<file path="config.mk">
export PLATFORM = sky130hd
export DESIGN_NAME = gpio_ctrl
export DESIGN_NICKNAME = d
export VERILOG_FILES = /design/src/rtl/gpio_ctrl.sv
export SDC_FILE = /design/constraint.sdc
export NUM_CORES = 1
export LEC_CHECK = 0
export ABC_AREA = 1
export BUFFER_PORTS_ARGS = -buffer_cell sky130_fd_sc_hd__buf_4
export CORE_MARGIN = 2
export CORE_UTILIZATION = 30
export CTS_CLUSTER_DIAMETER = 80
export DETAILED_ROUTE_END_ITERATION = 8
export PLACE_DENSITY_LB_ADDON = 0.25
export REMOVE_ABC_BUFFERS = 1
export SYNTH_ARGS = -nofsm -noshare
export SYNTH_HDL_FRONTEND = slang
export SYNTH_SLANG_ARGS = --single-unit
</file>
<file path="constraint.sdc">
create_clock -name clk_i -period 1.7 [get_ports clk_i]
set_clock_uncertainty 0.15 [all_clocks]
set_input_delay 0.085 -clock clk_i [delete_from_list [all_inputs] [get_ports clk_i]]
set_output_delay 0.085 -clock clk_i [all_outputs]
set_load 0.03 [all_outputs]
</file>
<file path="src/rtl/gpio_ctrl.sv">
// gpio_ctrl -- memory-mapped general-purpose I/O controller.
//
// Provides per-pin direction, output value with atomic set/clear/toggle
// access, a multi-stage input synchronizer and per-pin interrupt detection.
// Detection is either edge or level, with either polarity. Status bits are
// sticky and cleared by writing 1.
//
// Ports:
//   clk_i, rstn_i     clock, asynchronous active-low reset
//   en_i              peripheral select from the address decoder
//   data_req_i        bus request; data_gnt_o = data_req_i & en_i (combinational)
//   data_we_i         1 = write
//   data_be_i         byte enables
//   data_addr_i       byte address; bits [1:0] are ignored
//   data_wdata_i      write data
//   data_rvalid_o     response valid, one cycle after every grant
//   data_rdata_o      registered read data; holds its value when there is no read
//   gpio_i            asynchronous pin inputs
//   gpio_o, gpio_oe_o pin output values and output enables (1 = drive)
//   irq_o             |(ISTAT & IE)
module gpio_ctrl #(
   parameter int ADDR_WIDTH  = 12,
   parameter int N_GPIO      = 16,
   parameter int SYNC_STAGES = 2
) (
   input  logic                  clk_i,
   input  logic                  rstn_i,
   input  logic                  en_i,
   input  logic                  data_req_i,
   output logic                  data_gnt_o,
   output logic                  data_rvalid_o,
   input  logic                  data_we_i,
   input  logic [3:0]            data_be_i,
   input  logic [ADDR_WIDTH-1:0] data_addr_i,
   input  logic [31:0]           data_wdata_i,
   output logic [31:0]           data_rdata_o,
   input  logic [N_GPIO-1:0]     gpio_i,
   output logic [N_GPIO-1:0]     gpio_o,
   output logic [N_GPIO-1:0]     gpio_oe_o,
   output logic                  irq_o
);

   localparam int OW = ADDR_WIDTH - 2;
   localparam logic [OW-1:0] OFF_DIR   = OW'(0);
   localparam logic [OW-1:0] OFF_OUT   = OW'(1);
   localparam logic [OW-1:0] OFF_IN    = OW'(2);
   localparam logic [OW-1:0] OFF_SET   = OW'(3);
   localparam logic [OW-1:0] OFF_CLR   = OW'(4);
   localparam logic [OW-1:0] OFF_TGL   = OW'(5);
   localparam logic [OW-1:0] OFF_IE    = OW'(6);
   localparam logic [OW-1:0] OFF_ITYPE = OW'(7);
   localparam logic [OW-1:0] OFF_IPOL  = OW'(8);
   localparam logic [OW-1:0] OFF_ISTAT = OW'(9);

   logic              gnt, wr, rd;
   logic [OW-1:0]     woff;
   logic [31:0]       be_mask;
   logic [N_GPIO-1:0] bm, wm;

   logic [N_GPIO-1:0] dir_q, out_q, ie_q, itype_q, ipol_q, istat_q;
   logic [N_GPIO-1:0] out_d, w1c;
   logic [SYNC_STAGES-1:0][N_GPIO-1:0] sync_q;
   logic [N_GPIO-1:0] s, s_d, rise, fall, ev;
   logic [31:0]       rd_mux;
   logic              rvalid_q;
   logic [31:0]       rdata_q;

   assign gnt  = data_req_i & en_i;
   assign wr   = gnt & data_we_i;
   assign rd   = gnt & ~data_we_i;
   assign woff = data_addr_i[ADDR_WIDTH-1:2];

   always_comb begin
      be_mask = '0;
      for (int b = 0; b < 4; b++) be_mask[8*b +: 8] = {8{data_be_i[b]}};
   end

   // bm selects the bits a write may touch; wm is the byte-masked write data,
   // used both as a new RW value and as the SET/CLR/TGL/W1C mask.
   assign bm = be_mask[N_GPIO-1:0];
   assign wm = data_wdata_i[N_GPIO-1:0] & bm;

   // ---------------- output register with atomic access ----------------
   always_comb begin
      out_d = out_q;
      if (wr) begin
         case (woff)
            OFF_OUT: out_d = (out_q & ~bm) | wm;
            OFF_SET: out_d = out_q | wm;
            OFF_CLR: out_d = out_q & ~wm;
            OFF_TGL: out_d = out_q ^ wm;
            default: out_d = out_q;
         endcase
      end
   end

   assign w1c = (wr && woff == OFF_ISTAT) ? wm : '0;

   always_ff @(posedge clk_i or negedge rstn_i) begin
      if (!rstn_i) begin
         dir_q   <= '0;
         out_q   <= '0;
         ie_q    <= '0;
         itype_q <= '0;
         ipol_q  <= '0;
      end else begin
         out_q <= out_d;
         if (wr && woff == OFF_DIR)   dir_q   <= (dir_q   & ~bm) | wm;
         if (wr && woff == OFF_IE)    ie_q    <= (ie_q    & ~bm) | wm;
         if (wr && woff == OFF_ITYPE) itype_q <= (itype_q & ~bm) | wm;
         if (wr && woff == OFF_IPOL)  ipol_q  <= (ipol_q  & ~bm) | wm;
      end
   end

   // ---------------- input synchronizer and event detection ----------------
   always_ff @(posedge clk_i or negedge rstn_i) begin
      if (!rstn_i) begin
         sync_q <= '0;
         s_d    <= '0;
      end else begin
         sync_q <= {sync_q[SYNC_STAGES-2:0], gpio_i};
         s_d    <= s;
      end
   end

   assign s    = sync_q[SYNC_STAGES-1];
   assign rise = s & ~s_d;
   assign fall = ~s & s_d;

   for (genvar i = 0; i < N_GPIO; i++) begin : g_ev
      assign ev[i] = itype_q[i] ? (ipol_q[i] ? rise[i] : fall[i])
                                : (ipol_q[i] ? s[i]    : ~s[i]);
   end

   // Set dominates clear, so a still-active level source re-arms its bit.
   always_ff @(posedge clk_i or negedge rstn_i) begin
      if (!rstn_i) istat_q <= '0;
      else         istat_q <= (istat_q & ~w1c) | ev;
   end

   // ---------------- bus read path ----------------
   always_comb begin
      rd_mux = '0;
      case (woff)
         OFF_DIR:   rd_mux[N_GPIO-1:0] = dir_q;
         OFF_OUT:   rd_mux[N_GPIO-1:0] = out_q;
         OFF_IN:    rd_mux[N_GPIO-1:0] = s;
         OFF_IE:    rd_mux[N_GPIO-1:0] = ie_q;
         OFF_ITYPE: rd_mux[N_GPIO-1:0] = itype_q;
         OFF_IPOL:  rd_mux[N_GPIO-1:0] = ipol_q;
         OFF_ISTAT: rd_mux[N_GPIO-1:0] = istat_q;
         default:   rd_mux = '0;
      endcase
   end

   always_ff @(posedge clk_i or negedge rstn_i) begin
      if (!rstn_i) begin
         rvalid_q <= 1'b0;
         rdata_q  <= '0;
      end else begin
         rvalid_q <= gnt;
         if (rd) rdata_q <= rd_mux;
      end
   end

   assign data_gnt_o    = gnt;
   assign data_rvalid_o = rvalid_q;
   assign data_rdata_o  = rdata_q;
   assign gpio_o        = out_q;
   assign gpio_oe_o     = dir_q;
   assign irq_o         = |(istat_q & ie_q);

   // Address lane bits and bits above N_GPIO carry no meaning here.
   logic unused_bits;
   assign unused_bits = ^{data_addr_i[1:0], data_wdata_i, be_mask};

endmodule

</file>
==> results of run 1 <==
layer usage:
layer  vias to the layer above  part of all wire, %  GRT usage (%)  wire (um)
li1                       3698                    -              -          -
met1                      3641                   47           27.7      12600
met2                       231                   45           29.4      11900
met3                        32                  6.2           3.56       1650
met4                         0                  2.0           6.84        531
met5                         -                    0              0          0
layout make-up:
class	instances	area share, %
Clock buffer	21	4.21
Multi-Input combinational cell	746	33.7
Sequential cell	161	36.8
Timing Repair Buffer	211	17.1
Tap cell	341	3.90
Clock inverter	11	1.63
Inverter	77	2.65
what timing repair did:
item | 4_1_cts | 5_1_grt
hold buffers | 37 | 0
hold endpoints to repair | 268 | 0
resized for setup | 9 | 2
pin swaps | 2 | 2
endpoints found under the setup margin | 1 | 1
buffers inserted | 2 | 2
power by group through the flow:
stage / Clock (mW) / Sequential, mW / Combinational (mW)
detailed placement: 0 / 4.03 / 0.611
finish: 4.22 / 3.96 / 0.680
global placement: 0 / 4.03 / 0.608
global route: 4.46 / 3.97 / 0.754
floorplan: 0 / 4.04 / 0.225
CTS: 4.29 / 3.96 / 0.688
placed cells by master (no fill, tap or decap), types with 20 or more instances in the layout:
master / Yosys / routed
o21ai_0: 31 / 31
dlygate4sd3_1: 0 / 36
o21ai_1: 32 / 32
o21ai_2: 20 / 20
buf_4: 18 / 158
dfrtp_1: 161 / 161
nand3_1: 152 / 152
nand2_1: 287 / 281
inv_1: 68 / 68
nor2_1: 113 / 113
path summary, 6_finish.rpt:
kind | end | cells past startpoint | slack, ps
max in group asynchronous | istat_q[8] | 3 | 290
worst min register to register | s[1] | 0 | 190
worst max register to register | gpio_o[6] | 5 | 280
min in group asynchronous | s[8] | 3 | 80
worst min-delay path | data_rdata_o[0] | 5 | 20
worst max-delay path | irq_o | 6 | -220
metrics by stage:
step	area [um2]	hold slack [ps]	setup WS, ps	utilization (%)	total power [mW]
floorplan	7970	-361	-542	-	4.26
global placement	9860	-104	-84.5	36.6	4.64
detailed placement	9860	-108	-70.5	36.6	4.64
CTS	10900	13.1	-239	40.5	8.94
global route	10900	45.4	-304	40.6	9.18
finish	10900	17.4	-223	40.6	8.86
logic make-up (layout without fill, tap and decap cells):
kind of cell    count (synthesis)  in the layout  share of synthesized area (%)
compound gates                115            115                           8.79
flops                         161            161                           48.8
simple gates                  599            599                           32.3
buf+inv                       133            320                           7.59
fa+ha+maj                      16             16                           2.43
other cells                     1             16                         0.0454
worst max-delay path, delay by kind of cell, from the launching register on:
family,cells,cell delay (ps)
compound gates,1,160
buf+inv,2,350
simple gates,3,340
flops,1,390
==> results.sh, run 1 <==
export IMPL_status="finished with violations"
export IMPL_violations="negative setup slack"
export IMPL_fillCellCount=2727
export IMPL_drive_gt1_share_pct=22.5
export IMPL_antenna_cells=0
export IMPL_ys_ff_latch=161
export IMPL_wire_per_inst_um=17.0
export IMPL_crit_path_cell_trace="nand2_1 -> nand2_2 -> a221oi_2 -> buf_4 -> nand4_1 -> buf_6"
export IMPL_cts_tree="built"
export IMPL_crit_path_max_fanout=3
export IMPL_gp_congestion=0.854
export IMPL_rows=60
export IMPL_core_um2=27000
export IMPL_arrival_ps=1690
export IMPL_via_per_inst=4.85
export IMPL_ios=136
export IMPL_die_w_um=170
export IMPL_antenna_left=0
export IMPL_crit_type="reg2out"
export IMPL_avgSynthCellArea_um2=8.05
export IMPL_cts_clk_slew_worst_paths_ps=70
export IMPL_worst_pin_slew_ps=617
export IMPL_worstHoldStart="data_we_i"
export IMPL_dp_hpwl_um=18700
export IMPL_swShare_pct=24.3
export IMPL_synth_edf_count=0
export IMPL_grt_ovfl_total=0
export IMPL_maxSlewHeadroom_pct=58.7
export IMPL_yosys_area_top_type="dfrtp_1"
export IMPL_rsz0062_at_grt="true"
export IMPL_synthArstFlopShare_pct=100
export IMPL_p_seq_share_pct=44.7
export IMPL_yosysWarnings=0
export IMPL_finalWorstSetupSlack_ps=-223
export IMPL_synth_common_cells="nand2_1 (287), dfrtp_1 (161), nand3_1 (152)"
export IMPL_grt_max_degree=45
export IMPL_cts_max_path_buffers=2
export IMPL_fp_dieArea_um2=28900
export IMPL_fin_nets=1299
export IMPL_dp_cells=1495
export IMPL_drv_slew=0
export IMPL_p_clk_share_pct=47.6
export IMPL_start_util_pct=30.6
export IMPL_synth_top_area_share_pct=48.8
export IMPL_grt_pass1_vias=7358
export IMPL_yosysMostFrequentCell="nand2_1"
export IMPL_hold_violations=0
export IMPL_p_int_mw=6.71
export IMPL_cts_root_buf="clkbuf_16"
export IMPL_grt_pass1_wl_um=42400
export IMPL_drt_wl_total_um=26700
export IMPL_slowest_delay_ps=390
export IMPL_cellLeakagePower_nw=5.46
export IMPL_peakVddDrop_v=0.000535
export IMPL_ys_types=32
export IMPL_regArea_um2=4030
export IMPL_p_per_area_nw_per_um2=809
export IMPL_synth_area_um2=8250
export IMPL_synth_top_flop_cell="dfrtp_1"
export IMPL_clock_sinks=161
export IMPL_max_cap_violations=0
export IMPL_drt_iter0_drc=627
export IMPL_post_route_period_util_pct=113
export IMPL_io_buffers=99
export IMPL_ys_seq_area_share_pct=48.8
export IMPL_fmax_mhz=520
export IMPL_final_cells=1568
export IMPL_min_path_type="in2reg"
export IMPL_vias=7602
export IMPL_critPathRequiredTime_ps=1460
export IMPL_syn_to_final_growth_pct=32.7
export IMPL_cpMaxStageDelayCell="dfrtp_1"
export IMPL_switchingPower_mw=2.15
export IMPL_grt_total_usage_pct=19.4
export IMPL_die_h_um=170
export IMPL_combinationalPowerShare_pct=7.7
export IMPL_synthTopCellsByArea="dfrtp_1 (49%), nand2_1 (13%), nand3_1 (9.2%)"
export IMPL_ctsHtreeMaxLevel=4
export IMPL_route_detailed_drc=0
export IMPL_antenna_found_initial=0
export IMPL_endpoint_kind="output pin"
export IMPL_multi_input_area_um2=3690
export IMPL_first_pass_iters=6
export IMPL_cts_made_buffers=17
export IMPL_syn_inst=1025
export IMPL_setup_tns_ps=-223
export IMPL_r2r_start="gpio_o[6]"
export IMPL_clock_latency_ps=440
export IMPL_start_kind="flip-flop"
export IMPL_setup_viol=1
export IMPL_fin_crit_ps=1920
Note: power is estimated with default switching activity, not from simulation.
==> run 2: changes to the inputs <==
Settings changed: PLACE_DENSITY set to 0.47, PLACE_DENSITY_LB_ADDON 0.25 to not set.
==> run 2 against run 1 <==
Against the previous run: global-route usage is 0.67 points higher; clock-buffer cell count is 3 lower; highest routed layer unchanged; the flow still finishes with violations (negative setup slack); total power is 1.3% higher; clock power is 3% higher; worst hold slack better by 6.2 ps; via count is 1.3% lower; wire length is 3.8% higher; sequential share of layout area is 0.28 points lower; critical endpoint unchanged.
==> results.sh, run 2 (synthesized netlist as in run 1, its figures left out) <==
export IMPL_status="finished with violations"
export IMPL_violations="negative setup slack"
export IMPL_drv_slew=0
export IMPL_drt_wl_total_um=27700
export IMPL_cts_max_path_buffers=2
export IMPL_rows=60
export IMPL_route_detailed_drc=0
export IMPL_endpoint_kind="output pin"
export IMPL_clock_latency_ps=430
export IMPL_timing_rr_end="gpio_o[5]"
export IMPL_utilization_pct=40.9
export IMPL_antenna_found_initial=0
export IMPL_worstHoldStart="data_we_i"
export IMPL_grt_max_degree=45
export IMPL_ios=136
export IMPL_grt_total_usage_pct=20.1
export IMPL_antenna_left=0
export IMPL_crit_path_max_fanout=2
export IMPL_cts_clk_slew_worst_paths_ps=70
export IMPL_finalWorstSetupSlack_ps=-278
export IMPL_min_path_type="in2reg"
export IMPL_via_per_inst=4.78
export IMPL_cts_made_buffers=17
export IMPL_final_common_cell="nand2_1"
export IMPL_critPathRequiredTime_ps=1460
export IMPL_grt_pass1_wl_um=43600
export IMPL_r2r_start="gpio_o[5]"
export IMPL_fillCellCount=2744
export IMPL_fin_crit_ps=1980
export IMPL_die_h_um=170
export IMPL_r2r_worst_path_cells=5
export IMPL_drt_iter0_drc=543
export IMPL_first_pass_iters=5
export IMPL_min_to="data_rdata_o[13]"
export IMPL_hold_depth=5
export IMPL_vias=7505
export IMPL_wire_per_inst_um=17.7
export IMPL_clock_sinks=161
export IMPL_fin_nets=1302
export IMPL_fp_dieArea_um2=28900
export IMPL_post_route_period_util_pct=116
export IMPL_rsz0062_at_grt="true"
export IMPL_drive_gt1_share_pct=22.7
export IMPL_start_kind="flip-flop"
export IMPL_setup_viol=1
export IMPL_grt_pass1_vias=7332
export IMPL_gp_congestion=0.802
export IMPL_dp_hpwl_um=19200
export IMPL_p_total_mw=8.97
export IMPL_crit_type="reg2out"
export IMPL_most_common_layout_cells="nand2_1 (281), dfrtp_1 (161), buf_4 (158)"
export IMPL_dp_worst_setup_slack_ps=-99.0
export IMPL_hold_violations=0
export IMPL_fmax_mhz=506
export IMPL_grt_ovfl_total=0
export IMPL_reg2reg_slack_ps=290
export IMPL_start_util_pct=30.6
export IMPL_cts_root_buf="clkbuf_16"
export IMPL_p_per_area_nw_per_um2=813
export IMPL_die_w_um=170
export IMPL_peakVddDrop_v=0.000469
export IMPL_core_um2=27000
export IMPL_antenna_cells=0
export IMPL_ctsHtreeMaxLevel=4
export IMPL_cts_tree="built"
export IMPL_cellLeakagePower_nw=5.49
export IMPL_arrival_ps=1740
export IMPL_max_cap_violations=0
export IMPL_syn_to_final_growth_pct=33.7
export IMPL_io_buffers=99
-- run 2: worst max path at each step --
stage,start,endpoint,slack [ps],cells past startpoint
3_5_place_dp,flip-flop,irq_o,-100,6
5_1_grt,flip-flop,irq_o,-300,5
2_1_floorplan,data_addr_i[11],flip-flop,-540,8
4_1_cts,istat_q[13],irq_o,-260,5
6_report,flip-flop,irq_o,-280,5
3_3_place_gp,flip-flop,irq_o,-120,6
-- run 2: worst max-delay path, cell delays in order (launching register included) --
cell,delay (ps)
dfrtp_1,400
nand2_2,110
nand2_2,80
a221oi_4,210
nand4_1,280
buf_6,230
-- run 2: repair_timing --
item                                    4_1_cts  5_1_grt
gates resized for setup                       9        6
endpoints found under the hold margin       268       16
buffers inserted                              2        0
endpoints found under the setup margin        1       29
pin swaps                                     2        2
hold buffers                                 36        1
-- run 2: layout make-up --
cell class | count | area, um2 | area share (%)
clock buffer | 18 | 439 | 3.98
clock inverter | 12 | 208 | 1.88
inverter | 77 | 290 | 2.63
multi-input combinational | 746 | 3710 | 33.6
sequential | 161 | 4030 | 36.5
tap | 341 | 427 | 3.87
timing repair buffer | 214 | 1930 | 17.5
-- run 2: through the flow --
stage          hold WS, ps  cells  cell area, um2  TNS, ps
6_report              23.6   1569           11000     -278
5_1_grt               43.3   1569           11000     -298
4_1_cts               13.1   1569           11000    -4260
3_5_place_dp          -164   1502            9960     -200
3_3_place_gp          -160   1502            9960     -150
2_1_floorplan         -361    984            7970   -28820
-- run 2: where the power goes --
| group | internal (mW) | switching (mW) |
|---|---|---|
| Clock | 2.65 | 1.69 |
| Combinational | 0.253 | 0.433 |
| Sequential | 3.90 | 0.0541 |
-- run 2: per-layer routing --
metal	vias up	part of all wire (%)	global-route usage, %
met1	3569	50	29.6
met5	-	0	0
li1	3708	-	-
met2	197	43	30.1
met4	0	1.9	6.47
met3	31	5.2	3.16
==> run 3: changes to the inputs <==
Settings changed: PLACE_DENSITY 0.47 to 0.52, TNS_END_PERCENT set to 1.
==> run 3 against run 2 <==
Against the previous run: the flow still finishes with violations (negative setup slack); wire length decreased by 2.3%; design area decreased by 0.92%; flip-flop and latch count unchanged; critical endpoint unchanged.
==> results.sh, run 3 (synthesized netlist as in run 1, its figures left out) <==
export IMPL_gp_congestion=0.853
export IMPL_dp_worst_setup_slack_ps=-34.2
export IMPL_fp_dieArea_um2=28900
export IMPL_p_per_area_nw_per_um2=800
export IMPL_fmax_mhz=518
export IMPL_core_um2=27000
export IMPL_p_total_mw=8.75
export IMPL_antenna_found_initial=0
export IMPL_ios=136
export IMPL_violations="negative setup slack"
export IMPL_grt_pass1_wl_um=42000
export IMPL_cts_root_buf="clkbuf_16"
export IMPL_grt_max_degree=45
export IMPL_fin_nets=1299
export IMPL_fin_crit_ps=1930
export IMPL_fillCellCount=2703
export IMPL_arrival_ps=1690
export IMPL_max_cap_violations=0
export IMPL_antenna_left=0
export IMPL_status="finished with violations"
export IMPL_min_path_type="in2async"
export IMPL_cts_made_buffers=17
export IMPL_route_detailed_drc=0
export IMPL_maxSlewHeadroom_pct=55.5
export IMPL_clock_sinks=161
export IMPL_crit_type="reg2out"
export IMPL_grt_total_usage_pct=19.4
export IMPL_start_util_pct=30.6
export IMPL_die_h_um=170
export IMPL_finalWorstSetupSlack_ps=-229
export IMPL_first_pass_iters=5
export IMPL_grt_pass1_vias=7159
export IMPL_clock_latency_ps=440
export IMPL_io_buffers=99
export IMPL_cts_max_path_buffers=2
export IMPL_grt_ovfl_total=0
export IMPL_drive_gt1_share_pct=22.5
export IMPL_cts_clk_slew_worst_paths_ps=70
export IMPL_crit_path_max_fanout=2
export IMPL_wire_per_inst_um=17.3
export IMPL_most_common_layout_cells="nand2_1 (281), dfrtp_1 (161), buf_4 (158)"
export IMPL_critPathRequiredTime_ps=1460
export IMPL_endpoint_kind="output pin"
export IMPL_post_route_period_util_pct=113
export IMPL_final_common_cell="nand2_1"
export IMPL_antenna_cells=0
export IMPL_drt_wl_total_um=27100
export IMPL_via_per_inst=4.84
export IMPL_ctsHtreeMaxLevel=4
export IMPL_drt_iter0_drc=630
export IMPL_hold_violations=0
export IMPL_setup_viol=1
export IMPL_vias=7590
export IMPL_cts_tree="built"
export IMPL_peakVddDrop_v=0.000497
export IMPL_rsz0062_at_grt="true"
export IMPL_start_kind="flip-flop"
export IMPL_die_w_um=170
export IMPL_syn_to_final_growth_pct=32.4
export IMPL_rows=60
export IMPL_drv_slew=0
export IMPL_utilization_pct=40.6
export IMPL_worst_pin_slew_ps=666
export IMPL_cellLeakagePower_nw=5.45
export IMPL_dp_hpwl_um=19100
==> run 3: critical path: stages (launching register included) <==
cell	delay, ps
dfrtp_1	400
nand2_2	110
nand2_2	60
a221oi_2	170
buf_4	150
nand4_1	170
buf_6	200
==> run 3: timing repair <==
action / CTS / global route
endpoints found under the setup margin: 1 / 3
pin swaps: 3 / 1
gates resized for setup: 10 / 1
endpoints found under the hold margin: 268 / 0
hold buffers: 35 / 0
buffers inserted: 1 / 0
==> run 3: report_power, final <==
| part | switching (mW) | internal [mW] |
|---|---|---|
| clock | 1.65 | 2.46 |
| sequential | 0.0562 | 3.90 |
| combinational | 0.428 | 0.252 |
==> run 3: final timing paths <==
check	from	end	slack, ps	cells after the start
setup / recovery	flip-flop	irq_o	-230	6
hold / removal	rstn_i	s[15]	3	2
setup reg to reg	gpio_o[6]	gpio_o[6]	290	5
hold reg to reg	sync_q[1]	s[1]	190	0
max in group asynchronous	rstn_i	async pin	810	3
min in group clk_i	data_we_i	data_rdata_o[14]	20	5
==> run 3: layer usage <==
metal	track usage, %	share of wire (%)	vias up	wire length, um
met1	27.5	47	3580	12600
met4	6.65	2.6	0	693
met5	0	0	-	0
li1	-	-	3718	-
met3	3.79	6.6	41	1780
met2	29.5	44	251	12000
==> run 3: cell type report <==
type,instances,area [um2],share of cell area (%)
Clock buffer,18,429,3.93
Multi-Input combinational cell,746,3690,33.8
Timing Repair Buffer,211,1880,17.2
Inverter,77,290,2.66
Tap cell,341,427,3.90
Clock inverter,13,184,1.68
Sequential cell,161,4030,36.9
==> run 3: per-stage QoR <==
stage	TNS (ps)	cells	area, um2	hold slack [ps]
2_1_floorplan	-28820	984	7970	-361
3_3_place_gp	0	1500	9920	-89.6
3_5_place_dp	-72.9	1500	9920	-84.0
4_1_cts	-223	1567	10900	1.59
5_1_grt	-317	1567	10900	35.4
6_report	-229	1567	10900	3.06
